**config.mk**
```make
export PLATFORM = sky130hd
export DESIGN_NAME = tl45_pipe_ctrl
export DESIGN_NICKNAME = d
export VERILOG_FILES = /design/src/rtl/tl45_pipe_ctrl.sv
export SDC_FILE = /design/constraint.sdc
export NUM_CORES = 1
export LEC_CHECK = 0
export BUFFER_PORTS_ARGS = -buffer_cell sky130_fd_sc_hd__buf_2
export CAP_MARGIN = 20
export CORE_ASPECT_RATIO = 1.25
export CORE_MARGIN = 2
export CORE_UTILIZATION = 57
export CTS_CLUSTER_DIAMETER = 60
export CTS_CLUSTER_SIZE = 40
export DETAILED_ROUTE_END_ITERATION = 8
export GPL_TIMING_DRIVEN = 0
export PLACE_DENSITY = 0.8
export RECOVER_POWER = 100
export SLEW_MARGIN = 0
export SYNTH_ARGS = -nofsm -noshare
export SYNTH_HDL_FRONTEND = slang
export SYNTH_SLANG_ARGS = --single-unit
```
**constraint.sdc**
```tcl
create_clock -name i_clk -period 5.3 [get_ports i_clk]
set_clock_uncertainty 0.2 [all_clocks]
set_input_delay 1.59 -clock i_clk [delete_from_list [all_inputs] [get_ports i_clk]]
set_output_delay 1.59 -clock i_clk [all_outputs]
set_load 0.005 [all_outputs]
```
**src/rtl/tl45_pipe_ctrl.sv**
```systemverilog
// TL45 execute-stage sequencing: load-use scoreboard, issue gating, branch flush and memory hold.
// Define TL45_PIPE_CTRL_CHECK_EN to enable the sticky o_err scoreboard checker.
module tl45_pipe_ctrl #(
   parameter int unsigned NREGS     = 16,
   parameter int unsigned CNT_W     = 2,
   parameter int unsigned FLUSH_LEN = 2,
   localparam int unsigned REG_W    = $clog2(NREGS)
) (
   input  logic             i_clk,
   input  logic             i_reset_n,
   input  logic             i_dec_valid,
   input  logic [REG_W-1:0] i_dec_sr1,
   input  logic [REG_W-1:0] i_dec_sr2,
   input  logic [REG_W-1:0] i_dec_dr,
   input  logic             i_dec_uses_sr1,
   input  logic             i_dec_uses_sr2,
   input  logic             i_dec_is_load,
   input  logic             i_alu_ld_newpc,
   input  logic             i_mem_stall,
   input  logic             i_wb_valid,
   input  logic [REG_W-1:0] i_wb_dr,
   output logic             o_issue,
   output logic             o_dec_stall,
   output logic             o_flush,
   output logic [1:0]       o_state,
   output logic [NREGS-1:0] o_pending_mask,
   output logic             o_err
);

   localparam int unsigned FC_W = 4;
   localparam logic [CNT_W-1:0] CNT_MAX = '1;

   typedef enum logic [1:0] {
      ST_RUN   = 2'd0,
      ST_FLUSH = 2'd1,
      ST_HOLD  = 2'd2
   } state_e;

   state_e            state_q, state_d;
   logic [FC_W-1:0]   fcnt_q, fcnt_d;
   logic [CNT_W-1:0]  pend_q [NREGS];
   logic [CNT_W-1:0]  pend_d [NREGS];
   logic              hz_c;
   logic              issue_c;
   logic              flush_c;
   logic              inc_c;
   logic              dec_c;
   logic              both_c;

   // Load-use hazard on a source, or no room left to track another load to dr
   always_comb begin
      hz_c = 1'b0;
      if (i_dec_uses_sr1 && (i_dec_sr1 != '0) && (pend_q[i_dec_sr1] != '0)) hz_c = 1'b1;
      if (i_dec_uses_sr2 && (i_dec_sr2 != '0) && (pend_q[i_dec_sr2] != '0)) hz_c = 1'b1;
      if (i_dec_is_load && (i_dec_dr != '0) && (pend_q[i_dec_dr] == CNT_MAX)) hz_c = 1'b1;
   end

   assign flush_c = i_reset_n && (i_alu_ld_newpc || (state_q == ST_FLUSH));
   assign issue_c = i_reset_n && i_dec_valid && (state_q == ST_RUN) && !hz_c &&
                    !i_mem_stall && !i_alu_ld_newpc;

   assign o_issue     = issue_c;
   assign o_flush     = flush_c;
   assign o_dec_stall = !i_reset_n || (i_dec_valid && !issue_c && !flush_c);
   assign o_state     = 2'(state_q);

   // Scoreboard next state; a simultaneous issue and writeback to one register cancel
   always_comb begin
      inc_c  = issue_c && i_dec_is_load && (i_dec_dr != '0);
      dec_c  = i_wb_valid && (i_wb_dr != '0);
      both_c = inc_c && dec_c && (i_dec_dr == i_wb_dr);
      for (int unsigned r = 0; r < NREGS; r++) begin
         pend_d[r] = pend_q[r];
         if (r == 0) begin
            pend_d[r] = '0;
         end else if (!both_c) begin
            if (inc_c && (i_dec_dr == REG_W'(r))) begin
               pend_d[r] = pend_q[r] + CNT_W'(1);
            end else if (dec_c && (i_wb_dr == REG_W'(r)) && (pend_q[r] != '0)) begin
               pend_d[r] = pend_q[r] - CNT_W'(1);
            end
         end
      end
   end

   always_ff @(posedge i_clk or negedge i_reset_n) begin
      if (!i_reset_n) begin
         for (int unsigned r = 0; r < NREGS; r++) pend_q[r] <= '0;
      end else begin
         for (int unsigned r = 0; r < NREGS; r++) pend_q[r] <= pend_d[r];
      end
   end

   always_comb begin
      o_pending_mask = '0;
      for (int unsigned r = 1; r < NREGS; r++) o_pending_mask[r] = (pend_q[r] != '0);
   end

   // Sequencing FSM; fcnt_q counts the FLUSH-state cycles still to run
   always_comb begin
      state_d = state_q;
      fcnt_d  = fcnt_q;
      case (state_q)
         ST_RUN: begin
            if (i_alu_ld_newpc) begin
               state_d = ST_FLUSH;
               fcnt_d  = FC_W'(FLUSH_LEN);
            end else if (i_mem_stall) begin
               state_d = ST_HOLD;
            end
         end
         ST_FLUSH: begin
            if (i_alu_ld_newpc) begin
               fcnt_d = FC_W'(FLUSH_LEN);
            end else if (fcnt_q <= FC_W'(1)) begin
               fcnt_d  = '0;
               state_d = i_mem_stall ? ST_HOLD : ST_RUN;
            end else begin
               fcnt_d = fcnt_q - FC_W'(1);
            end
         end
         ST_HOLD: begin
            if (i_alu_ld_newpc) begin
               state_d = ST_FLUSH;
               fcnt_d  = FC_W'(FLUSH_LEN);
            end else if (!i_mem_stall) begin
               state_d = ST_RUN;
            end
         end
         default: begin
            state_d = ST_RUN;
            fcnt_d  = '0;
         end
      endcase
   end

   always_ff @(posedge i_clk or negedge i_reset_n) begin
      if (!i_reset_n) begin
         state_q <= ST_RUN;
         fcnt_q  <= '0;
      end else begin
         state_q <= state_d;
         fcnt_q  <= fcnt_d;
      end
   end

`ifdef TL45_PIPE_CTRL_CHECK_EN
   logic err_q;
   logic underflow_c;
   logic bad_issue_c;

   assign underflow_c = dec_c && !both_c && (pend_q[i_wb_dr] == '0);
   assign bad_issue_c = issue_c && (state_q != ST_RUN);

   always_ff @(posedge i_clk or negedge i_reset_n) begin
      if (!i_reset_n) begin
         err_q <= 1'b0;
      end else if (underflow_c || bad_issue_c) begin
         err_q <= 1'b1;
      end
   end

   assign o_err = err_q;

`ifdef FORMAL
   always_comb begin
      assert (!(issue_c && flush_c));
      assert (o_pending_mask[0] == 1'b0);
   end
`endif
`else
   assign o_err = 1'b0;
`endif

endmodule
```
==> results of run 1 <==
==> stage by stage <==
stage          util [%]  instance area, µm²  setup WS (ps)
6_report           65.5                3300            180
5_1_grt            65.5                3300          -7.45
4_1_cts            66.4                3350           13.2
3_5_place_dp       63.8                3220           -210
3_3_place_gp       63.8                3220           -149
2_1_floorplan         -                2950            268
==> cell families after synthesis <==
| group | after synthesis | synth area share [%] |
|---|---|---|
| muxes | 14 | 8.92 |
| DFF | 36 | 30.6 |
| adders and majority gates | 2 | 0.849 |
| buffers and inverters | 41 | 6.84 |
| xor gates and xnor gates | 3 | 0.892 |
| and+or+nand+nor | 148 | 26.4 |
| other | 1 | 0.127 |
| AOI/OAI and AO/OA | 99 | 25.4 |
==> final timing paths <==
path | start | to | slack (ps)
worst max-delay path | i_dec_sr1[3] | o_dec_stall | 180
worst min-delay path | pend_q[4] | pend_q[4] | 350
worst max register to register | pend_q[6] | pend_q[0] | 1430
worst min register to register | pend_q[4] | pend_q[4] | 350
max in group asynchronous | i_reset_n | pend_q[21] | 3480
min in group asynchronous | i_reset_n | fcnt_q[2] | 1060
==> per-layer routing <==
| layer | vias to the layer above | wire length (µm) | GRT usage (%) |
|---|---|---|---|
| li1 | 1394 | - | - |
| met1 | 1448 | 3560 | 43.9 |
| met2 | 199 | 4400 | 51.5 |
| met3 | 23 | 804 | 6.03 |
| met4 | 0 | 225 | 13.5 |
| met5 | - | 0 | 0 |
==> Yosys cell counts, types with 3 or more instances <==
master | instances | area share [%]
nor2_1 | 56 | 7.1
dfrtp_1 | 36 | 31
nor3_1 | 26 | 4.4
inv_1 | 20 | 2.5
nor4_1 | 15 | 3.2
a22o_1 | 14 | 4.2
o21ai_0 | 14 | 2.4
a21o_1 | 13 | 3.3
a21oi_1 | 10 | 1.7
a41oi_1 | 8 | 2.4
clkbuf_1 | 7 | 0.89
mux4_2 | 7 | 5.4
nand3_1 | 7 | 1.2
a31oi_1 | 6 | 1.3
nor3b_1 | 6 | 1.5
buf_2 | 5 | 0.85
nand2_1 | 5 | 0.64
nand2b_1 | 5 | 1.1
buf_6 | 4 | 1.5
nand3b_1 | 4 | 1.0
buf_4 | 3 | 0.76
mux2i_1 | 3 | 1.0
nor2b_1 | 3 | 0.64
o2111ai_1 | 3 | 0.89
o21ai_1 | 3 | 0.51
o31ai_1 | 3 | 0.76
or2_2 | 3 | 0.64
xnor2_1 | 3 | 0.89
==> cell type report <==
class                           count  area (µm²)  share of cell area (%)
Timing Repair Buffer               39         186                    5.64
Sequential cell                    36         901                    27.3
Tap cell                           62        77.6                    2.35
Multi-Input combinational cell    268        1840                    55.8
Clock buffer                        7        96.3                    2.92
Buffer                             19        90.1                    2.73
Inverter                           21        78.8                    2.39
Clock inverter                      1        30.0                   0.909
==> registers in the layout, summed over array words and instances, names as in the netlist <==
name     flops
pend_q      30
o_state      2
fcnt_q       4
==> critical path, delay by kind of cell <==
kind,cells,cell delay (ps)
AOI/OAI and AO/OA,3,690
buffers and inverters,4,430
and+or+nand+nor,1,120
muxes,1,490
==> where the power goes <==
part           total, mW  internal [mW]  switching (mW)
logic              0.193         0.0753           0.118
registers          0.318          0.294          0.0245
clock network      0.271          0.166           0.105
==> what timing repair did <==
action,CTS,global route
resized for setup,4,1
pin swaps,0,1
setup buffers,0,1
endpoints found under the setup margin,2,2
==> impl_metrics.json, run 1 <==
{
  "outcome": "complete, no violations",
  "path_class": "in2out",
  "drive_gt1_share_pct": 15.3,
  "fin_crit_ps": 5120,
  "antenna_cells": 0,
  "routedWlPerCell_um": 19.8,
  "portBuffers": 38,
  "critPathSlowestCell": "mux4_2",
  "max_slew.worst_pin.slew_ps": 1150,
  "grt_pass1_wl_um": 14200,
  "layout_commonest_cell": "nor2_1",
  "h-tree-depth": 2,
  "drt_iter0_markers": 269,
  "hold_path_class": "reg2reg",
  "synthCells": 344,
  "tns_ps": 0,
  "die-area_um2": 5760,
  "worstPathArrival_ps": 3330,
  "p_leak_nw": 1.57,
  "synth_seq_cells": 36,
  "wl_um": 8990,
  "yosys_most_used_dff": "dfrtp_1",
  "cts-root-buf": "clkbuf_8",
  "avgViaCountPerCell": 6.76,
  "die_w_um": 68.3,
  "power_density_nw_per_um2": 237,
  "fp.dieH_um": 84.4,
  "cts_hold_buf": 0,
  "grt_antenna_before_repair": 0,
  "core-area_um2": 5040,
  "crit_required_ps": 3510,
  "most-common-layout-cells": "nor2_1, dfrtp_1, buf_2",
  "initial_core_util_pct": 58.4,
  "cts_sinks": 36,
  "hold_viol": 0,
  "period_share_pct": 96.6,
  "ys_async_sr_fraction_pct": 100,
  "nets": 417,
  "start_kind": "input pin",
  "critPathMaxStageDelay_ps": 490,
  "slew_viol_final": 0,
  "holdWs_ps": 349,
  "max_cap_viol_count": 0,
  "dr.pass1.iters": 6,
  "dp.cells": 445,
  "fmax_mhz": 195,
  "drcViolationCount": 0,
  "grt_remaining_overflow": 0,
  "seq_area_frac_synth_pct": 30.6,
  "instances_no_fill": 453,
  "ys_types": 68,
  "syn_avg_cell_area_um2": 8.56,
  "grt_pass1_vias": 2890,
  "cts_buffer_depth": 2,
  "synth_edf_count": 0,
  "ant_nets": 0,
  "n_fill_cell": 453,
  "path_max_fanout": 6,
  "peakVddDrop_mv": 0.131,
  "rows": 29,
  "yosysWarnings": 0,
  "hpwl_um": 6610,
  "min_delay_path_depth": 1,
  "io-pin-count": 47,
  "p_total_uw": 783,
  "crit_chain": "buf_2 > inv_1 > mux4_2 > o2111ai_1 > o2111ai_1 > nand3_4 > inv_1 > o31ai_1 > clkbuf_1",
  "grt_max_degree": 40,
  "synthToLayoutAreaGrowth_pct": 12.2,
  "relSlewSlack_pct": 22.4,
  "setup_viol": 0,
  "tritoncts": "done",
  "numCtsBuffers": 5,
  "place.gp.congestion": 0.949,
  "grt_util_all_layers_pct": 32.8,
  "insertion_delay_ps": 290,
  "vias": 3064,
  "netlist_area_um2": 2950,
  "rr_worst_depth": 9,
  "crit_path_end_kind": "primary output",
  "cts.reportedPaths.clkPinSlew_ps": 80
}
No activity file was read; power rests on OpenSTA's default activity.
==> inputs of run 2 (changes only) <==
Settings changed: CORE_UTILIZATION 57 to 40, PLACE_DENSITY 0.8 to unset, TNS_END_PERCENT set to 1.
==> impl_metrics.json, run 2 (same netlist as run 1, synthesis figures left out) <==
{
  "outcome": "complete, no violations",
  "grt_util_all_layers_pct": 24.5,
  "worst_path_most_repeated_cell": "buf_2",
  "hold_path_class": "reg2reg",
  "h-tree-depth": 2,
  "drt_iter0_markers": 356,
  "antenna_cells": 0,
  "die_w_um": 80.8,
  "preCtsSetupSlack_ps": -202,
  "hpwl_um": 7000,
  "grt_remaining_overflow": 0,
  "fin_util_pct": 45.9,
  "vias": 3076,
  "fin_crit_ps": 5160,
  "ant_nets": 0,
  "numCtsBuffers": 5,
  "wl_um": 9600,
  "place.gp.congestion": 0.934,
  "grt_antenna_before_repair": 0,
  "path_buf_inv": 3,
  "rows": 35,
  "die-area_um2": 8070,
  "most-common-layout-cells": "nor2_1, dfrtp_1, buf_2",
  "synthToLayoutAreaGrowth_pct": 13.3,
  "start_kind": "input pin",
  "routedWlPerCell_um": 19.8,
  "worstPathArrival_ps": 3370,
  "nets": 418,
  "max_cap_viol_count": 0,
  "dp.cells": 475,
  "grt_pass1_vias": 2876,
  "crit_required_ps": 3510,
  "power_density_nw_per_um2": 227,
  "insertion_delay_ps": 300,
  "dr.pass1.iters": 5,
  "cts_sinks": 36,
  "setup_viol": 0,
  "portBuffers": 38,
  "grt_pass1_wl_um": 15100,
  "slew_viol_final": 0,
  "fmax_mhz": 194,
  "avgViaCountPerCell": 6.36,
  "setup_ws_ps": 142,
  "largest_register_ffs": 30,
  "tritoncts": "done",
  "crit_chain": "buf_2 > nor2b_2 > a221oi_1 > o311ai_1 > o21ai_4 > nand3_4 > inv_1 > o31ai_1 > buf_2",
  "crit_path_end_kind": "primary output",
  "cp_top_family": "compound AO/OA/AOI/OAI gates",
  "relSlewSlack_pct": 9.62,
  "p_leak_nw": 1.56,
  "core-area_um2": 7270,
  "max_slew.worst_pin.slew_ps": 1350,
  "peakVddDrop_mv": 0.107,
  "period_share_pct": 97.3,
  "grt_max_degree": 40,
  "rrSetupSlack_ps": 1230,
  "grt_setup_unrepaired": "false",
  "layout_commonest_cell": "nor2_1",
  "cts_buffer_depth": 2,
  "instances_no_fill": 484,
  "path_max_fanout": 9,
  "cts-root-buf": "clkbuf_8",
  "largest_register": "pend_q",
  "critPathSlowestCell": "o311ai_1",
  "drcViolationCount": 0,
  "path_class": "in2out",
  "drive_gt1_share_pct": 16.3,
  "io-pin-count": 47,
  "cts.reportedPaths.clkPinSlew_ps": 80,
  "initial_core_util_pct": 40.5,
  "hold_viol": 0,
  "fp.dieH_um": 99.9,
  "critPathMaxStageDelay_ps": 400
}
## run 2: cell type report
| cell class | count | area (µm²) |
|---|---|---|
| Buffer | 19 | 87.6 |
| Clock buffer | 5 | 68.8 |
| Clock inverter | 3 | 42.5 |
| Fill cell | 759 | 3930 |
| Inverter | 21 | 78.8 |
| Multi-Input combinational cell | 268 | 1850 |
| Sequential cell | 36 | 901 |
| Tap cell | 92 | 115 |
| Timing Repair Buffer | 40 | 193 |
## run 2: final timing paths
check                                   end   startpoint  cells past startpoint
worst min register to register    fcnt_q[1]    fcnt_q[1]                      1
max in group asynchronous        pend_q[24]    i_reset_n                      1
min in group asynchronous        pend_q[14]    i_reset_n                      1
worst max-delay path            o_dec_stall  i_dec_dr[1]                      9
worst min-delay path              fcnt_q[1]    fcnt_q[1]                      1
worst max register to register    pend_q[0]    pend_q[6]                      9
## run 2: repair_timing
action                                  CTS  global route
hold buffers                              0             0
endpoints found under the setup margin    2             1
setup buffers                             0             2
resized for setup                         2             2
pin swaps                                 0             1
## run 2: where the power goes
group / internal, mW / switching [mW] / total, mW
Combinational: 0.0742 / 0.112 / 0.187
Clock: 0.139 / 0.111 / 0.251
Sequential: 0.294 / 0.0252 / 0.319
Total: 0.507 / 0.249 / 0.756
## run 2: layer usage
layer | GRT usage [%] | up-vias | share of wire, %
li1 | - | 1391 | -
met1 | 32.5 | 1455 | 43
met2 | 40.6 | 196 | 46
met3 | 3.87 | 34 | 7.3
met4 | 7.95 | 0 | 3.0
met5 | 0 | - | 0
## run 2: metrics by stage
stage / hold slack [ps] / setup TNS [ps] / cell area, µm² / total power, mW
2_1_floorplan: 298 / 0 / 2950 / 0.446
3_3_place_gp: 330 / -205 / 3250 / 0.508
6_report: 356 / 0 / 3340 / 0.756
4_1_cts: 354 / 0 / 3370 / 0.760
5_1_grt: 376 / 0 / 3340 / 0.795
3_5_place_dp: 337 / -273 / 3250 / 0.510
==> inputs of run 3 (changes only) <==
Settings changed: SETUP_SLACK_MARGIN set to 0.15.
==> impl_metrics.json, run 3 (same netlist as run 1, synthesis figures left out) <==
{
  "place.gp.congestion": 0.934,
  "layout_commonest_cell": "nor2_1",
  "r2r_end": "pend_q[0]",
  "preCtsSetupSlack_ps": -202,
  "max_cap_viol_count": 0,
  "grt_antenna_before_repair": 0,
  "outcome": "complete, no violations",
  "cts_sinks": 36,
  "rr_worst_depth": 10,
  "setup_ws_ps": 217,
  "grt_remaining_overflow": 0,
  "dp.cells": 475,
  "nets": 422,
  "drcViolationCount": 0,
  "hold_viol": 0,
  "fmax_mhz": 197,
  "cts-root-buf": "clkbuf_8",
  "fp.dieH_um": 99.9,
  "insertion_delay_ps": 300,
  "routedWlPerCell_um": 19.8,
  "die_w_um": 80.8,
  "grt_setup_unrepaired": "false",
  "cts.reportedPaths.clkPinSlew_ps": 80,
  "period_share_pct": 95.9,
  "grt_max_degree": 40,
  "worstPathArrival_ps": 3290,
  "hpwl_um": 7000,
  "min_to": "fcnt_q[1]",
  "relSlewSlack_pct": 10.1,
  "placed_area_um2": 3250,
  "path_max_fanout": 5,
  "vias": 3067,
  "dr.pass1.iters": 5,
  "antenna_cells": 0,
  "most-common-layout-cells": "nor2_1, dfrtp_1, nor3_1",
  "power_density_nw_per_um2": 223,
  "cts_buffer_depth": 2,
  "tns_ps": 0,
  "core-area_um2": 7270,
  "wl_um": 9650,
  "min_delay_path_depth": 1,
  "die-area_um2": 8070,
  "avgViaCountPerCell": 6.28,
  "peakVddDrop_mv": 0.109,
  "grt_pass1_vias": 2914,
  "start_kind": "input pin",
  "setup_viol": 0,
  "rrSetupSlack_ps": 1300,
  "synthToLayoutAreaGrowth_pct": 16.1,
  "p_leak_nw": 1.60,
  "reg2reg_from": "pend_q[6]",
  "path_class": "in2out",
  "ant_nets": 0,
  "max_slew.worst_pin.slew_ps": 1340,
  "hp-start": "fcnt_q[1]",
  "drive_gt1_share_pct": 18.4,
  "fin_crit_ps": 5080,
  "final_cell_area_um2": 3420,
  "instances_no_fill": 488,
  "slew_viol_final": 0,
  "io-pin-count": 47,
  "initial_core_util_pct": 40.5,
  "portBuffers": 38,
  "largest_register": "pend_q",
  "crit_path_end_kind": "primary output",
  "h-tree-depth": 2,
  "numCtsBuffers": 5,
  "grt_util_all_layers_pct": 24.7,
  "hold_path_class": "reg2reg",
  "rows": 35,
  "n_fill_cell": 746,
  "largest_register_ffs": 30,
  "crit_required_ps": 3510,
  "tritoncts": "done",
  "drt_iter0_markers": 343,
  "grt_pass1_wl_um": 15200
}
[run 3: cell types whose count changed in the layout (fill, tap and decap cells not counted), sizes merged]
cell    delta
buf        +1
clkbuf     +3
[run 3: cell type report]
class	count	area [µm²]	share of cell area (%)
Buffer	20	111	3.26
Clock buffer	5	68.8	2.01
Clock inverter	3	42.5	1.24
Inverter	21	88.8	2.60
Multi-Input combinational cell	268	1870	54.5
Sequential cell	36	901	26.3
Tap cell	92	115	3.37
Timing Repair Buffer	43	228	6.66
[run 3: stage by stage]
stage | utilization [%] | power (mW) | hold slack (ps)
floorplan | - | 0.446 | 298
global placement | 44.8 | 0.508 | 330
detailed placement | 44.8 | 0.510 | 337
CTS | 47.2 | 0.763 | 354
global route | 47.1 | 0.801 | 376
finish | 47.1 | 0.762 | 356
[run 3: worst max path at each step]
stage,from,end,depth (start not counted)
6_report,i_dec_sr1[3],o_dec_stall,10
4_1_cts,i_dec_dr[1],o_dec_stall,10
3_3_place_gp,i_dec_dr[1],o_dec_stall,10
5_1_grt,i_dec_sr1[3],o_dec_stall,10
3_5_place_dp,i_reset_n,o_dec_stall,8
2_1_floorplan,i_dec_dr[1],o_dec_stall,9
[run 3: timing repair]
action	in CTS	in global routing
hold buffers	0	0
pin swaps	4	5
resized for setup	11	18
setup endpoints to repair	2	1
setup buffers	3	2
endpoints found under the hold margin	0	0
[run 3: worst max-delay path, cell delays in order]
cell and delay, ps:
buf_8 110, inv_4 50, mux4_2 480, o2111ai_1 240
o2111ai_1 200, nand3_2 130, buf_6 110, inv_4 30
o31ai_2 210, clkbuf_1 130
[run 3: report_power, final]
part / internal, mW / total, mW / leakage [nW] / switching (mW)
Clock: 0.139 / 0.251 / 0.0541 / 0.112
Sequential: 0.294 / 0.319 / 0.494 / 0.0252
Combinational: 0.0785 / 0.192 / 1.05 / 0.114
Total: 0.511 / 0.762 / 1.60 / 0.251
[run 3: routing by layer]
metal  global-route usage, %  wire length [µm]  vias up
met4                    8.60               345        0
met3                    3.78               717       39
met5                       0                 0        -
met2                    40.9              4510      173
li1                        -                 -     1396
met1                    32.7              4080     1459
